===== config.mk =====
export PLATFORM = sky130hd
export DESIGN_NAME = fmeasure_reader
export DESIGN_NICKNAME = d
export VERILOG_FILES = /design/src/rtl/fmeasure_reader.sv
export SDC_FILE = /design/constraint.sdc
export NUM_CORES = 1
export LEC_CHECK = 0
export BUFFER_PORTS_ARGS = -buffer_cell sky130_fd_sc_hd__buf_4
export CELL_PAD_IN_SITES_DETAIL_PLACEMENT = 2
export CELL_PAD_IN_SITES_GLOBAL_PLACEMENT = 2
export CORE_MARGIN = 3
export CORE_UTILIZATION = 36
export DETAILED_ROUTE_END_ITERATION = 10
export GPL_ROUTABILITY_DRIVEN = 0
export PLACE_DENSITY_LB_ADDON = 0.05
export SKIP_LAST_GASP = 1
export SLEW_MARGIN = 20
export SYNTH_ARGS = -nofsm -noshare
export SYNTH_HDL_FRONTEND = slang
export SYNTH_SLANG_ARGS = --single-unit

===== constraint.sdc =====
create_clock -name clk -period 11.3 [get_ports clk]
set_input_delay 0.565 -clock clk [delete_from_list [all_inputs] [get_ports clk]]
set_output_delay 0.565 -clock clk [all_outputs]
set_load 0.01 [all_outputs]

===== src/rtl/fmeasure_reader.sv =====
// Frequency-meter reader: requests a measurement, captures the two counts
// and streams out REF_HZ * cb / ca from a 64/32 restoring divider.
module fmeasure_reader #(
    parameter int unsigned REF_HZ       = 100000000,
    parameter int unsigned BUSY_TIMEOUT = 16
) (
    input  logic        clk,
    input  logic        rst,
    input  logic        enable,
    input  logic        trigger,
    output logic        meas_start,
    input  logic        meas_busy,
    input  logic [31:0] meas_ca,
    input  logic [31:0] meas_cb,
    output logic [31:0] freq,
    output logic        freq_valid,
    input  logic        freq_ready,
    output logic        err,
    output logic        idle
);

    typedef enum logic [2:0] {
        IDLE, REQ, WAIT_DONE, CAPTURE, DIV, OUT
    } state_t;

    localparam logic [63:0] REF64    = 64'(REF_HZ);
    localparam logic [6:0]  TMO_LAST = 7'(BUSY_TIMEOUT - 1);
    localparam logic [6:0]  DIV_LAST = 7'd64;

    state_t      state_q, state_d;
    logic        start_q, start_d;
    logic        valid_q, valid_d;
    logic        err_q, err_d;
    logic [31:0] freq_q, freq_d;
    logic [31:0] ca_q, ca_d;
    logic [31:0] cb_q, cb_d;
    logic [63:0] num_q, num_d;
    logic [32:0] rem_q, rem_d;
    logic [6:0]  cnt_q, cnt_d;

    // One restoring step; num shifts out dividend bits and takes quotient bits.
    logic [32:0] rem_sh;
    logic [32:0] den33;
    logic        ge;
    logic [32:0] rem_nx;

    always_comb begin
        rem_sh = {rem_q[31:0], num_q[63]};
        den33  = {1'b0, ca_q};
        ge     = rem_q[32] | (rem_sh >= den33);
        rem_nx = ge ? (rem_sh - den33) : rem_sh;
    end

    always_ff @(posedge clk) begin
        if (rst) begin
            state_q <= IDLE;
            start_q <= 1'b0;
            valid_q <= 1'b0;
            err_q   <= 1'b0;
            freq_q  <= '0;
            ca_q    <= '0;
            cb_q    <= '0;
            num_q   <= '0;
            rem_q   <= '0;
            cnt_q   <= '0;
        end else begin
            state_q <= state_d;
            start_q <= start_d;
            valid_q <= valid_d;
            err_q   <= err_d;
            freq_q  <= freq_d;
            ca_q    <= ca_d;
            cb_q    <= cb_d;
            num_q   <= num_d;
            rem_q   <= rem_d;
            cnt_q   <= cnt_d;
        end
    end

    always_comb begin
        state_d = state_q;
        start_d = start_q;
        valid_d = valid_q;
        err_d   = err_q;
        freq_d  = freq_q;
        ca_d    = ca_q;
        cb_d    = cb_q;
        num_d   = num_q;
        rem_d   = rem_q;
        cnt_d   = cnt_q;
        unique case (state_q)
            IDLE: begin
                if (trigger || enable) begin
                    start_d = 1'b1;
                    cnt_d   = '0;
                    state_d = REQ;
                end
            end
            REQ: begin
                if (meas_busy) begin
                    start_d = 1'b0;
                    state_d = WAIT_DONE;
                end else if (cnt_q == TMO_LAST) begin
                    start_d = 1'b0;
                    freq_d  = '1;
                    err_d   = 1'b1;
                    valid_d = 1'b1;
                    state_d = OUT;
                end else begin
                    cnt_d = cnt_q + 7'd1;
                end
            end
            WAIT_DONE: begin
                if (!meas_busy) begin
                    ca_d    = meas_ca;
                    cb_d    = meas_cb;
                    state_d = CAPTURE;
                end
            end
            CAPTURE: begin
                // Counts with bit31 set came from a signed-int meter: invalid.
                if (ca_q == '0 || ca_q[31] || cb_q[31]) begin
                    freq_d  = '1;
                    err_d   = 1'b1;
                    valid_d = 1'b1;
                    state_d = OUT;
                end else begin
                    num_d   = REF64 * {32'd0, cb_q};
                    rem_d   = '0;
                    cnt_d   = '0;
                    state_d = DIV;
                end
            end
            DIV: begin
                if (cnt_q == DIV_LAST) begin
                    if (|num_q[63:32]) begin
                        freq_d = '1;
                        err_d  = 1'b1;
                    end else begin
                        freq_d = num_q[31:0];
                        err_d  = 1'b0;
                    end
                    valid_d = 1'b1;
                    state_d = OUT;
                end else begin
                    rem_d = rem_nx;
                    num_d = {num_q[62:0], ge};
                    cnt_d = cnt_q + 7'd1;
                end
            end
            OUT: begin
                if (freq_ready) begin
                    valid_d = 1'b0;
                    state_d = IDLE;
                end
            end
            default: state_d = IDLE;
        endcase
    end

    assign meas_start = start_q;
    assign freq       = freq_q;
    assign freq_valid = valid_q;
    assign err        = err_q;
    assign idle       = (state_q == IDLE);

endmodule

==> results.txt <==
----------------------------------------------------
[Power]
  Pwr per Cell Area ... 134 nW/um2
  Leakage Power ... 12.5 nW
  Largest voltage drop on the vdd net ... 0.107 mV

[STA]
  Total count of hold-check failures in the final report ... 0
  Transition at the pin with the smallest max-transition slack ... 980 ps
  Minimum setup slack in the final design ... 4470 ps
  Post-route fraction of the period consumed by the critical path ... 60.4%
  Final-report setup violation count ... 0
  Slew HR ... 34.6%
  Clock period minus worst slack ... 6830 ps
  Post-route clock skew ... 9.65 ps
  Total Negative Setup Slacks ... 0 ps
  Top achievable clock speed ... 146 MHz
  Fin. max-slew vios ... 0
  Setup repair after global routing missed its margin ... no

[Hold path]
  Path type of the worst min-delay path ... in2reg

[Synthesis]
  #FFs+latches synth ... 206
  Prevailing post-synth register cell ... sky130_fd_sc_hd__dfxtp_1
  Most frequent cell after synthesis ... sky130_fd_sc_hd__inv_1
  Area of the mapped netlist ... 22000 um2
  Top area cells in the synthesized netlist ... sky130_fd_sc_hd__fa_1, sky130_fd_sc_hd__dfxtp_1, sky130_fd_sc_hd__ha_1
  Share of the synthesized area in the top cell type ... 24.2%
  Share of synthesized area occupied by flip-flops and latches ... 18.7%
  Cell type contributing the most total cell area after synthesis ... sky130_fd_sc_hd__fa_1
  Fraction of registers with async set/reset ... 0%
  Commonest cells in the synthesized netlist ... sky130_fd_sc_hd__inv_1, sky130_fd_sc_hd__nand2_1, sky130_fd_sc_hd__fa_1
  Cell count after synthesis ... 2525
  Post-synth cell types ... 86
  Synthesized Nets ... 3123
  Number of flops mapped to enable cells by yosys ... 0
  Mean instance size in the synthesized netlist ... 8.73 um2
  Yosys synthesis warning count ... 0

[Worst setup path]
  Sort of element at the start of the critical path ... register
  Largest stage delay on the critical path ... 650 ps
  Signal arrival time at the worst endpoint ... 7310 ps
  Bufs and invs on worst path ... 4
  Top delay family on crit path ... adder cells
  CP Cell Sequence ... inv_1, fa_1, fa_1, inv_1, fa_1, fa_1, fa_1, inv_1, fa_1, inv_1, ha_1, nand4_1, nor3_1, a22o_1, o311ai_2, a2111oi_2, o21a_1, a41oi_2, xor2_1, a221oi_2
  Crit Path Max Fanout ... 9
  Kind of critical path ... reg2reg
  Slowest stage cell on the critical path ... sky130_fd_sc_hd__dfxtp_1
  Most common cell on crit path ... sky130_fd_sc_hd__fa_1
  Required time at the endpoint of the critical path ... 11780 ps
  CP Capture Type ... register

[Place]
  Dpl ws ... 4500 ps
  Half-perimeter wire length after placement ... 57.4 mm
  Count of input and output buffers ... 105
  Placed standard-cell area ... 23500 um2

[Floorplan]
  I/O pin count ... 106
  Die Area ... 64300 um2
  Initial Util ... 36.5%
  Die extent in y ... 253 um
  Standard-cell row count ... 90
  Area of the core ... 60500 um2
  Horizontal die dimension ... 253 um

[Routing]
  Vias after detailed routing ... 17741
  Total iterations of the first detailed-routing run ... 5
  Antenna-violating nets left ... 0
  Vias per inst ... 5.24
  Wirelength, routed ... 70.9 mm
  Routed wirelength normalized by instance count ... 21.0 um
  Iteration-0 DRC Markers ... 570
  Post-detailed-route DRC marker count ... 0

[Clock tree]
  TritonCTS Buffers ... 29
  Count of hold-fix buffers inserted at cts ... 0
  Maximum count of clock buffers along a single path ... 3
  CTS tree ... yes
  Clock latency on the worst-skew pair ... 580 ps
  Clock edge transition at the registers on the reported setup and hold paths ... 60 ps
  # resized after CTS ... 0
  Number of buffers inserted to repair setup after CTS ... 0
  CTS HTree Levels ... 1
  Library cell used as clock root buffer ... sky130_fd_sc_hd__clkbuf_16
  Clock net sink count ... 206

[Global route]
  Via count of the first global-routing pass ... 20407
  Initial antenna violation count ... 1
  Maximum number of pins on one net before global-route repair ... 76
  Global-route wire length before repair ... 115 mm
  All-Layer GR Usage ... 22.7%
  Overflow left after global routing ... 0

[Run status]
  Result of the run ... finished clean

[Layout]
  Final core occ ... 40.5%
  Filler cells ... 6688
  Register area ... 4120 um2
  Number of antenna diodes ... 0
  Multi-input gate area ... 15900 um2
  Number of nets in the final layout ... 3178
  Post-route cell area ... 24500 um2
  Share of cells above drive strength 1 ... 7.99%
  Growth of design area from synthesis to finish ... 11.0%

[Flow run]
  Max Cap Viol ... 0

----------------------------------------------------
-- cells in the final DEF (no fill, tap or decap), drive strengths merged, types with 52 or more instances in the layout --
| cell | synthesis | final |
|---|---|---|
| inv | 426 | 428 |
| nand2 | 275 | 275 |
| fa | 267 | 267 |
| ha | 261 | 261 |
| dfxtp | 206 | 206 |
| a21oi | 180 | 180 |
| nor2 | 168 | 168 |
| buf | 10 | 123 |
| o21ai | 104 | 104 |
| a21o | 58 | 58 |
| nor3 | 55 | 55 |
| xor2 | 52 | 52 |
-- worst paths after layout --
path                                            from                      to  slack, ps  depth (start not counted)
worst max-delay path            cb_q[6]$_SDFFE_PP0P_  num_q[55]$_SDFFE_PP0P_       4470                         20
worst min-delay path                      meas_cb[0]    cb_q[0]$_SDFFE_PP0P_        230                          3
worst max register to register  cb_q[6]$_SDFFE_PP0P_  num_q[55]$_SDFFE_PP0P_       4470                         20
worst min register to register  ca_q[9]$_SDFFE_PP0P_    ca_q[9]$_SDFFE_PP0P_        470                          2
-- final cells by class --
cell class | instances | share of cell area [%]
multi-input combinational | 1792 | 64.8
sequential | 206 | 16.8
clock buffer | 41 | 3.35
timing repair buffer | 123 | 3.79
clock inverter | 13 | 0.690
tap | 782 | 4.00
inverter | 428 | 6.56
-- tightest hold or removal path, cell delays in order --
cell and delay (ps):
sky130_fd_sc_hd__buf_4 110, sky130_fd_sc_hd__nand2_1 40, sky130_fd_sc_hd__a21oi_1 50
-- layer usage --
metal	vias to the layer above	track usage, %	wire length, um
met4	2	4.73	1540
met2	156	41.7	36100
met3	72	1.90	1360
li1	8454	-	-
met1	9057	29.0	31900
met5	-	0	16
-- metrics by stage --
step	power, mW	cells	hold slack (ps)
floorplan	1.92	2525	445
global placement	2.32	3331	453
detailed placement	2.36	3331	467
CTS	3.35	3385	187
global route	3.55	3385	204
finish	3.29	3385	229
-- registers in the layout (all words and copies together) (netlist names) --
name and flops:
state_q 3, cnt_q 7, freq_valid 1, rem_q 33, num_q 64, ca_q 32
meas_start 1, cb_q 32, err 1, freq 32
-- power breakdown --
part | switching [mW] | leakage [nW] | total, mW | internal, mW
clock | 0.375 | 0.486 | 0.952 | 0.576
sequential | 0.0669 | 1.66 | 0.851 | 0.784
combinational | 0.905 | 10.3 | 1.49 | 0.581
-- kinds of logic after synthesis --
kind of cell	synth area share, %
xor gates and xnor gates	3.81
muxes	0.772
adders and majority gates	39.1
buffers and inverters	9.57
and+or+nand+nor	13.1
AOI/OAI and AO/OA	15.0
DFF	18.7
Power figures use the tool's default switching activity.
